**src/rtl/fetch_stage_if.sv**
```systemverilog
// fetch_stage_if: instruction-memory bus between the fetch stage and imem.
//   iREN     fetch-side read request
//   imemaddr fetch address (the PC)
//   ihit     memory returns iload this cycle
//   iload    instruction word for imemaddr
// master = fetch stage, slave = instruction memory.
interface fetch_stage_if;
    logic        iREN;
    logic [31:0] imemaddr;
    logic        ihit;
    logic [31:0] iload;

    modport master (output iREN, output imemaddr, input ihit, input iload);
    modport slave  (input iREN, input imemaddr, output ihit, output iload);
endinterface

```
**src/rtl/fetch_stage.sv**
```systemverilog
// fetch_stage: instruction-fetch stage of the pipelined MIPS core.
// Owns the PC, issues instruction reads and holds the IF/ID latch.
// Ports:
//   CLK, RST      clock and synchronous active-high reset
//   imem          instruction-memory bus (iREN, imemaddr, ihit, iload)
//   stall         hazard unit: hold PC and IF/ID
//   flush         hazard unit: replace IF/ID with a bubble
//   dcEN          hazard unit: IF/ID update enable
//   redirect      branch/jump resolved downstream, target in redirect_pc
//   halt_in       a halt instruction has committed downstream
//   instr_id, npc_id, valid_id   IF/ID latch contents
//   rs_id, rt_id  register fields of instr_id (combinational)
module fetch_stage #(
    parameter logic [31:0] PC_INIT = 32'h0000_0000,
    parameter logic [5:0]  HALT_OP = 6'h3F
) (
    input  logic                 CLK,
    input  logic                 RST,
    fetch_stage_if.master        imem,
    input  logic                 stall,
    input  logic                 flush,
    input  logic                 dcEN,
    input  logic                 redirect,
    input  logic [31:0]          redirect_pc,
    input  logic                 halt_in,
    output logic [31:0]          instr_id,
    output logic [31:0]          npc_id,
    output logic                 valid_id,
    output logic [4:0]           rs_id,
    output logic [4:0]           rt_id
);

    typedef enum logic [1:0] {RUN, DRAIN, HALTED} state_t;

    state_t      state, nextState;
    logic [31:0] pc, nextPc;
    logic [31:0] nextInstr, nextNpc;
    logic        nextValid;
    logic [31:0] pcPlus4;

    assign pcPlus4 = pc + 32'd4;

    always_ff @(posedge CLK) begin
        if (RST) begin
            state    <= RUN;
            pc       <= PC_INIT;
            instr_id <= '0;
            npc_id   <= '0;
            valid_id <= 1'b0;
        end else begin
            state    <= nextState;
            pc       <= nextPc;
            instr_id <= nextInstr;
            npc_id   <= nextNpc;
            valid_id <= nextValid;
        end
    end

    // Priority chain: committed halt, halted, redirect, flush, stall/!dcEN,
    // then normal fetch. Defaults hold everything so the stall branch is empty.
    always_comb begin
        nextState = state;
        nextPc    = pc;
        nextInstr = instr_id;
        nextNpc   = npc_id;
        nextValid = valid_id;
        if (halt_in) begin
            nextState = HALTED;
            nextInstr = '0;
            nextNpc   = '0;
            nextValid = 1'b0;
        end else if (state == HALTED) begin
            nextInstr = '0;
            nextNpc   = '0;
            nextValid = 1'b0;
        end else if (redirect) begin
            nextState = RUN;
            nextPc    = redirect_pc;
            nextInstr = '0;
            nextNpc   = '0;
            nextValid = 1'b0;
        end else if (flush) begin
            nextInstr = '0;
            nextNpc   = '0;
            nextValid = 1'b0;
        end else if (stall || !dcEN) begin
            // hold: the fetch at this PC is repeated once released
        end else if (state == RUN && imem.ihit) begin
            nextPc    = pcPlus4;
            nextInstr = imem.iload;
            nextNpc   = pcPlus4;
            nextValid = 1'b1;
            if (imem.iload[31:26] == HALT_OP) begin
                nextState = DRAIN;
            end
        end else begin
            nextInstr = '0;
            nextNpc   = '0;
            nextValid = 1'b0;
        end
    end

    assign imem.iREN     = (state == RUN);
    assign imem.imemaddr = pc;
    assign rs_id         = instr_id[25:21];
    assign rt_id         = instr_id[20:16];

endmodule
```
**src/flat_wrapper.sv**
```systemverilog
// flat-port wrapper written by rule: the top's interface ports become plain ports
module fetch_stage_flat 
#(
    parameter logic [31:0] PC_INIT = 32'h0000_0000,
    parameter logic [5:0]  HALT_OP = 6'h3F
)
  (CLK, RST, stall, flush, dcEN, redirect, redirect_pc, halt_in, instr_id, npc_id, valid_id, rs_id, rt_id, imem_iREN, imem_imemaddr, imem_ihit, imem_iload);
  fetch_stage_if imem_i ();
  input  logic CLK;
  input  logic RST;
  input  logic stall;
  input  logic flush;
  input  logic dcEN;
  input  logic redirect;
  input  logic [31:0] redirect_pc;
  input  logic halt_in;
  output logic [31:0] instr_id;
  output logic [31:0] npc_id;
  output logic valid_id;
  output logic [4:0] rs_id;
  output logic [4:0] rt_id;
  output wire logic [$bits(imem_i.iREN)-1:0] imem_iREN;
  output wire logic [$bits(imem_i.imemaddr)-1:0] imem_imemaddr;
  input wire logic [$bits(imem_i.ihit)-1:0] imem_ihit;
  input wire logic [$bits(imem_i.iload)-1:0] imem_iload;
  assign imem_iREN = imem_i.iREN;
  assign imem_imemaddr = imem_i.imemaddr;
  assign imem_i.ihit = imem_ihit;
  assign imem_i.iload = imem_iload;
  fetch_stage #(.PC_INIT(PC_INIT), .HALT_OP(HALT_OP)) u_core (.CLK(CLK), .RST(RST), .imem(imem_i), .stall(stall), .flush(flush), .dcEN(dcEN), .redirect(redirect), .redirect_pc(redirect_pc), .halt_in(halt_in), .instr_id(instr_id), .npc_id(npc_id), .valid_id(valid_id), .rs_id(rs_id), .rt_id(rt_id));
endmodule
```
**config.mk**
```make
export PLATFORM = sky130hd
export DESIGN_NAME = fetch_stage_flat
export DESIGN_NICKNAME = d
export VERILOG_FILES = /design/src/rtl/fetch_stage_if.sv /design/src/rtl/fetch_stage.sv /design/src/flat_wrapper.sv
export SDC_FILE = /design/constraint.sdc
export NUM_CORES = 1
export LEC_CHECK = 0
export CAP_MARGIN = 40
export CORE_MARGIN = 1.5
export CORE_UTILIZATION = 44
export CTS_CLUSTER_SIZE = 16
export DETAILED_ROUTE_END_ITERATION = 6
export GPL_ROUTABILITY_DRIVEN = 0
export GPL_TIMING_DRIVEN = 0
export PLACE_DENSITY = 0.8
export SLEW_MARGIN = 20
export SYNTH_ARGS = -nofsm -noshare
export SYNTH_HDL_FRONTEND = slang
export SYNTH_SLANG_ARGS = --single-unit
```
**constraint.sdc**
```tcl
create_clock -name CLK -period 2.2 [get_ports CLK]
set_input_delay 0.66 -clock CLK [delete_from_list [all_inputs] [get_ports CLK]]
set_output_delay 0.66 -clock CLK [all_outputs]
set_load 0.02 [all_outputs]
```
; ---- After elaboration in Yosys (flattened, before gate mapping)
; Index checks and enable logic that the tools add are counted.
[totals]
regBits = 99
input_bits = 72
output_inout_bits = 108
elab_cells = 43
[classes]
n_addsub = 1
eq_ne = 7
n_mux = 14
n_bitwise = 2
reduce_logical = 13
[op_table]
columns = operator, count
row1 = two-way mux 32 bit, 6
row2 = adder 32 x 3 -> 32 bit (second input constant), 1
row3 = AND reduction 5 bit, 3
row4 = two-way mux 2 bit, 7
row5 = equality test 6 bit (second input constant), 1
row6 = nonzero test 3 bit, 2
row7 = OR reduction 5 bit, 1
row8 = inequality test 2 bit (second input constant), 2
row9 = nonzero test 2 bit, 2
row10 = inequality test 3 x 1 -> 1 bit (second input constant), 1
row11 = inequality test 3 bit (second input constant), 1
row12 = equality test 2 bit (second input constant), 1
row13 = zero test 2 bit, 1
row14 = inequality test 2 x 1 -> 1 bit (second input constant), 1
row15 = inverter 1 bit, 2
row16 = OR reduction 2 bit, 1
row17 = logical AND 1 bit, 1
row18 = zero test 1 bit, 1
row19 = logical OR 1 bit, 1
row20 = two-way mux 1 bit, 1

; ---- Longest topological paths before layout
; Gate-level depths: netlist of run 1.
[logic_depth]
depth_word = 8
ltp_mapped = 7
depth_no_buf = 6

; ---- Worst setup path before layout of run 1
; OpenSTA, ideal clock, no wires.
[synth_path]
path_type = register -> register
from = reg u_core.pc[2], in the netlist u_core.imem.imemaddr[2]
to = reg u_core.pc[14], in the netlist u_core.imem.imemaddr[14]
setup_time_ns = 0.081
t_arrival_ns = 2.057
required_ns = 2.119
setup_slack_ns = 0.062
path_stages_with_launch = 7
path_buffers = 0
period_less_slack_ns = 2.138
cell_sequence = dfxtp_1 ha_1 nand3_2 nor4_2 nand3_1 or4_1 a41oi_1
[synth_via]
elab_chain_cells = 5
[synth_lines]
columns = element, line
row1 = "start, declared", fetch_stage.sv:36  ; logic [31:0] pc, nextPc;
row2 = "start signal, assigned", fetch_stage.sv:52  ; pc <= nextPc;
row3 = adder 32 x 3 -> 32 bit, fetch_stage.sv:41  ; assign pcPlus4 = pc + 32'd4;
row4 = two-way mux 32 bit, fetch_stage.sv:88  ; end else if (state == RUN && imem.ihit) begin
row5 = two-way mux 32 bit, fetch_stage.sv:86  ; end else if (stall || !dcEN) begin
row6 = two-way mux 32 bit, fetch_stage.sv:82  ; end else if (flush) begin
row7 = two-way mux 32 bit, fetch_stage.sv:76  ; end else if (redirect) begin
; No other way between the ends. The select of a mux whose other input is x is not followed.
; A chain may end at the register's enable or synchronous reset.

; ---- Final worst setup path of run 1
[layout_path]
from = in dcEN
to = reg u_core.pc[17], in the netlist u_core.imem.imemaddr[17]
[layout_via]
elab_chain_cells = 4
[layout_lines]
columns = element, line
row1 = "start, declared", flat_wrapper.sv:13  ; input logic dcEN;
row2 = zero test 1 bit, fetch_stage.sv:86
row3 = logical OR 1 bit, fetch_stage.sv:86
row4 = inequality test 2 bit (no source line), --
row5 = AND reduction 5 bit (no source line), --
; No other way between the ends.

==> out/metrics.yaml, run 1 <==
worst_setup_path:
  critPathLaunchType: "input pin"
  critPathCaptureType: "flip-flop"
  rrSetupSlack_ps: 60
  reg2reg_from: "u_core.imem.imemaddr[2]"
  cp.arrival_ps: 2440
  criticalPathCategory: "input pin to flip-flop"
  worstRegToRegCells: 7
  path_max_fanout: 10
  worstReg2RegEnd: "u_core.imem.imemaddr[18]"
  required_ps: 2470
cells_and_area:
  final_cell_mix: "clkdlybuf4s50_1 (167), dfxtp_1 (90), nor2_1 (73), nand2_1 (61), a22oi_1 (44)"
  nets: 824
  antenna_cells: 0
  fin_area_sq_um: 7020
  final_cells: 891
  fill_cells: 830
  drive_above_1_share_pct: 10.9
  final_core_util_pct: 68.0
  area_delta_synth_final_pct: 49.6
  final_common_cell: "clkdlybuf4s50_1"
sta:
  slew_violations: 0
  period_minus_slack_ps: 2180
  fin_hold_ws_ps: 460
  finClkSkew_ps: 12.3
  finalSetupViolations: 0
  relSlewSlack_pct: 59.0
  worst_pin_slew_ps: 614
  hold_viol: 0
  fin_crit_sh_pct: 98.9
  fmax_ghz: 0.460
floorplanning:
  core_area_sq_um: 10300
  ios: 180
  dieHeight_um: 106
  chipWidth_um: 106
  die_area_sq_um: 11300
  initial_utilization_pct: 45.4
  row_count: 37
hold_path:
  min_path_type: "flip-flop to flip-flop"
  min_path_cells: 2
  hold_end: "u_core.npc_id[29]"
  hold_start: "u_core.npc_id[29]"
place:
  placed_area_sq_um: 6640
  place_inst: 875
  port_buffers: 178
  post-dp-hpwl_um: 11700
power_and_ir_drop:
  irDropWorstVdd_v: 0.000289
  pwr_density_cell_nw_per_um2: 515
  leakage_nw: 2.54
flow_run:
  max_cap_violations: 0
clocking:
  cts_buffers: 9
  cts_tree: "done"
  insertion_delay_ps: 370
  cts_root_buffer: "clkbuf_8"
  clock_sinks: 99
  cts_max_level: 3
  clk_pin_slew_ps: 100
  cts_buffer_depth: 2
  ctsHoldBuffers: 0
global_route:
  first_global_vias: 4921
  grt_start_max_net_pins: 17
  antenna_found_initial: 0
  grt_overflow: 0
  grt_pass1_wl_um: 24800
  grt_use_total_pct: 27.6
detailed_routing:
  vias: 5103
  vias_per_cell: 5.73
  drtIter0Drc: 476
  ant_nets: 0
  drcViolationCount: 0
  wl_per_cell_um: 17.6
  routed_wl_um: 15700
  drtPass1Iterations: 6
logic_synthesis:
  synth-edff-count: 0
  synth-async-reset-ratio_pct: 0
  synthFlopType: "dfxtp_1"
  synth_seq_cells: 99
  avgSynthCellArea_sq_um: 8.36
  synth-seq-area-share_pct: 42.3
  synth_area_sq_um: 4690
  synthDistinctLibCells: 56
  ys_warn_count: 0
  synth_cells: 561
  synth_fp_nets: 634
status:
  status: "complete, no violations"
==> flip-flops by register name, summed over array words and instances (netlist names) <==
signal                cells
u_core.imem.imemaddr     32
u_core.instr_id          32
u_core.npc_id            32
u_core.valid_id           1
u_core.state              2
==> cells in the mapped netlist (3+ instances only) <==
cell type	instances	area, sq um
clkbuf_1	29	109
nor2_1	73	274
and4_1	4	35.0
a22oi_1	44	330
nor4_1	5	31.3
mux2i_1	11	110
nand3_1	24	120
nor3_1	14	70.1
xor2_1	10	87.6
buf_1	6	22.5
and3_1	6	37.5
nand4_1	8	50.1
a21oi_1	17	85.1
buf_2	6	30.0
o21ai_0	31	155
xnor2_1	18	158
nor2b_1	9	56.3
a22o_1	4	35.0
a31oi_1	12	75.1
dfxtp_1	99	1980
o31ai_1	6	45.0
nor4_4	3	63.8
inv_1	3	11.3
a32o_1	6	60.1
nand2b_1	3	18.8
nor4_2	3	37.5
a211oi_1	3	22.5
and2_1	3	18.8
nand2_1	62	233
buf_4	10	75.1
==> power breakdown <==
part / internal, mW / switching, mW
clock network: 0.636 / 0.638
registers: 1.82 / 0.0480
logic: 0.236 / 0.240
==> worst max path at each step <==
stage	from	end	slack, ps	depth (start not counted)
final	dcEN	u_core.imem.imemaddr[17]	20	8
after global routing	u_core.imem.imemaddr[2]	u_core.imem.imemaddr[20]	-60	7
after CTS	u_core.imem.imemaddr[17]	imem_imemaddr[17]	5	1
after detailed placement	dcEN	u_core.imem.imemaddr[19]	-790	8
after global placement	dcEN	u_core.imem.imemaddr[24]	-790	8
after floorplan	u_core.imem.imemaddr[2]	u_core.imem.imemaddr[14]	60	6
==> cell families (layout without fill, tap and decap cells) <==
| kind of cell | count (synthesis) | count (layout) | synth area share, % |
|---|---|---|---|
| compound gates | 137 | 137 | 19.7 |
| xor+xnor | 28 | 28 | 5.23 |
| fa+ha+maj | 1 | 1 | 0.267 |
| buf+inv | 56 | 250 | 5.44 |
| flops | 99 | 99 | 42.3 |
| mux | 11 | 11 | 2.35 |
| simple gates | 229 | 229 | 24.7 |
==> worst max-delay path: stages <==
cell and delay, ps:
clkdlybuf4s50_1 490, nor2b_4 160, nand4_1 150, buf_4 230
nand2_1 150, clkbuf_8 210, o21ai_0 100, a32o_1 280
==> per-layer routing <==
layer / share of wire (%) / GRT usage [%] / vias up
li1: - / - / 2378
met1: 40 / 35.9 / 2388
met2: 48 / 45.9 / 291
met3: 8.9 / 4.17 / 46
met4: 3.1 / 11.2 / 0
met5: 0 / 0 / -
==> through the flow <==
step           setup WS (ps)  setup TNS, ps  power, mW
3_3_place_gp            -793         -42430       2.35
4_1_cts                 5.28              0       3.62
6_report                24.0              0       3.62
3_5_place_dp            -787         -46260       2.36
5_1_grt                -55.7           -139       3.74
2_1_floorplan           62.4              0       2.10
==> final cells by class <==
type / instances / area, sq um / share of cell area [%]
clock buffer: 9 / 124 / 1.77
inverter: 5 / 18.8 / 0.268
clock inverter: 6 / 88.8 / 1.27
sequential: 99 / 1990 / 28.4
multi-input combinational: 406 / 2550 / 36.3
tap: 136 / 170 / 2.43
buffer: 51 / 273 / 3.89
timing repair buffer: 179 / 1800 / 25.7
==> repair_timing <==
action	in CTS	in global routing
pin swaps	0	2
buffers inserted	1	0
endpoints found under the setup margin	96	87
resized for setup	30	35
Note: power is estimated with default switching activity, not from simulation.
==> run 2: changes to the inputs <==
Settings changed: CORE_ASPECT_RATIO set to 0.7.
==> run 2 against run 1 <==
Net effect:
- the flow now finishes with violations (negative setup slack)
- final cell count up 0.11%
- die area barely moved
- hold slack got worse by 7.1 ps
- combinational power increased by 2%
- final area increased by 2.2%
- register-to-register slack worse by 40 ps
==> out/metrics.yaml, run 2 (synthesis gave the netlist of run 1 again) <==
sta:
  period_minus_slack_ps: 2220  # was 2180 ps
  rsz0062_at_grt: "true"
  setup_ws_ps: -16.7  # was 24.0 ps
  hold_viol: 0  # unchanged
  fin_crit_sh_pct: 101  # was 98.9%
  totalNegativeSetupSlack_ps: -16.7  # was 0 ps
  fin_hold_ws_ps: 453  # was 460 ps
  finalSetupViolations: 1  # was 0
  finClkSkew_ps: 7.06  # was 12.3 ps
  slew_violations: 0  # unchanged
  worst_pin_slew_ps: 632  # was 614 ps
  fmax_ghz: 0.451  # was 0.460 GHz
  relSlewSlack_pct: 57.9  # was 59.0%
clocking:
  clk_pin_slew_ps: 70  # was 100 ps
  cts_root_buffer: "clkbuf_16"  # was clkbuf_8
  cts_max_level: 3  # unchanged
  cts_buffers: 9  # unchanged
  cts_tree: "done"  # unchanged
  insertion_delay_ps: 350  # was 370 ps
  clock_sinks: 99  # unchanged
  ctsHoldBuffers: 0  # unchanged
  cts_buffer_depth: 2  # unchanged
detailed_routing:
  routed_wl_um: 16100  # was 15,700 um
  wl_per_cell_um: 18.1  # was 17.6 um
  drtPass1Iterations: 6  # unchanged
  vias_per_cell: 5.73  # about the same
  drtIter0Drc: 446  # was 476
  vias: 5112  # was 5,103
  drcViolationCount: 0  # unchanged
  ant_nets: 0  # unchanged
global_route:
  grt_pass1_wl_um: 24300  # was 24,800 um
  antenna_found_initial: 0  # unchanged
  grt_overflow: 0  # unchanged
  grt_start_max_net_pins: 16  # was 17
  grt_use_total_pct: 27.4  # was 27.6%
  first_global_vias: 4688  # was 4,921
status:
  status: "finished, violations left"  # was complete, no violations
  violations: "negative setup slack"
floorplanning:
  ios: 180  # unchanged
  chipWidth_um: 126  # was 106 um
  core_area_sq_um: 10400  # was 10,300 sq um
  row_count: 31  # was 37
  dieHeight_um: 89.4  # was 106 um
  initial_utilization_pct: 45.3  # was 45.4%
  die_area_sq_um: 11300  # about the same
cells_and_area:
  area_delta_synth_final_pct: 52.9  # was 49.6%
  antenna_cells: 0  # unchanged
  final_core_util_pct: 69.2  # was 68.0%
  seqCellArea_sq_um: 1990  # about the same
  fill_cells: 815  # was 830
  multi_input_area_sq_um: 2550  # about the same
  nets: 829  # was 824
  final_cells: 892  # was 891
  final_common_cell: "clkdlybuf4s50_1"  # unchanged
  drive_above_1_share_pct: 11.1  # was 10.9%
  final_cell_mix: "clkdlybuf4s50_1 (171), dfxtp_1 (93), nor2_1 (72), nand2_1 (61), a22oi_1 (44)"  # was clkdlybuf4s50_1 (167), dfxtp_1 (90), nor2_1 (73), nand2_1 (61), a22oi_1 (44)
flow_run:
  max_cap_violations: 0  # unchanged
worst_setup_path:
  crit_path_top_delay_cell: "or4_1"  # was clkdlybuf4s50_1
  critPathLaunchType: "input pin"  # unchanged
  critPathCaptureType: "flip-flop"  # unchanged
  required_ps: 2480  # was 2470 ps
  slowest_delay_ps: 500  # was 490 ps
  criticalPathCategory: "input pin to flip-flop"  # unchanged
  path_max_fanout: 10  # unchanged
  path_buf_inv: 2  # was 3
  crit_family: "simple AND/OR/NAND/NOR gates"  # was buffers and inverters
  cp.arrival_ps: 2490  # was 2440 ps
  worstPathCellList: "clkdlybuf4s50_1, nor2b_4, nand4_1, and2_4, buf_4, or4_1, a41oi_2"  # was clkdlybuf4s50_1, nor2b_4, nand4_1, buf_4, nand2_1, clkbuf_8, o21ai_0, a32o_1
place:
  port_buffers: 178  # unchanged
  post-dp-hpwl_um: 12000  # was 11,700 um
  preCtsSetupSlack_ps: -942  # was -787 ps
  place_inst: 871  # was 875
power_and_ir_drop:
  leakage_nw: 2.58  # was 2.54 nW
  irDropWorstVdd_v: 0.000438  # was 0.000289 V
  pwr_density_cell_nw_per_um2: 566  # was 515 nW/um^2
hold_path:
  min_path_type: "flip-flop to flip-flop"  # unchanged
run 2: cell count changes in the layout (fill, tap and decap cells not counted), moves of 3 or more:
cell and change:
clkdlybuf4s50_1 +4, buf_4 +3, dfxtp_1 +3, dfxtp_2 -3
clkbuf_8 -7, clkbuf_16 +9
run 2: worst paths after layout:
kind	cells after the start	endpoint	slack [ps]	startpoint
max reg2reg	5	u_core.imem.imemaddr[31]	20	u_core.imem.imemaddr[14]
min	2	u_core.npc_id[29]	450	u_core.npc_id[29]
min reg2reg	2	u_core.npc_id[29]	450	u_core.npc_id[29]
max	7	u_core.imem.imemaddr[14]	-20	stall
run 2: power by group:
group | total [mW] | switching (mW) | internal, mW
sequential | 1.87 | 0.0479 | 1.82
combinational | 0.486 | 0.245 | 0.241
clock | 1.70 | 0.687 | 1.02
total | 4.06 | 0.980 | 3.08
run 2: stage by stage:
step,power (mW),area (sq um)
2_1_floorplan,2.10,4690
3_3_place_gp,2.35,6640
3_5_place_dp,2.36,6640
4_1_cts,4.05,7070
5_1_grt,4.17,7170
6_report,4.06,7170
run 2: cell type report:
| type | instances | area share [%] |
|---|---|---|
| Inverter | 5 | 0.262 |
| Tap cell | 132 | 2.30 |
| Clock buffer | 10 | 3.33 |
| Timing Repair Buffer | 184 | 25.8 |
| Multi-Input combinational cell | 406 | 35.6 |
| Buffer | 51 | 3.87 |
| Clock inverter | 5 | 1.08 |
| Sequential cell | 99 | 27.7 |
run 2: worst register-to-register path: cells and delay by family (launching register included):
kind | cells | cell delay (ps)
AO/OA/AOI/OAI | 1 | 110
flip-flops | 1 | 470
AND/OR/NAND/NOR | 3 | 1210
multiplexers | 1 | 270
run 2: per-layer routing:
metal / routed length [um] / GRT usage [%] / vias up
met2: 7140 / 42.0 / 262
met1: 7060 / 37.6 / 2427
met3: 1650 / 9.04 / 37
li1: - / - / 2386
met5: 0 / 0 / -
met4: 294 / 6.79 / 0
run 2: what timing repair did:
item,4_1_cts,5_1_grt
buffers inserted,4,2
pin swaps,3,2
setup endpoints to repair,90,55
resized for setup,29,26
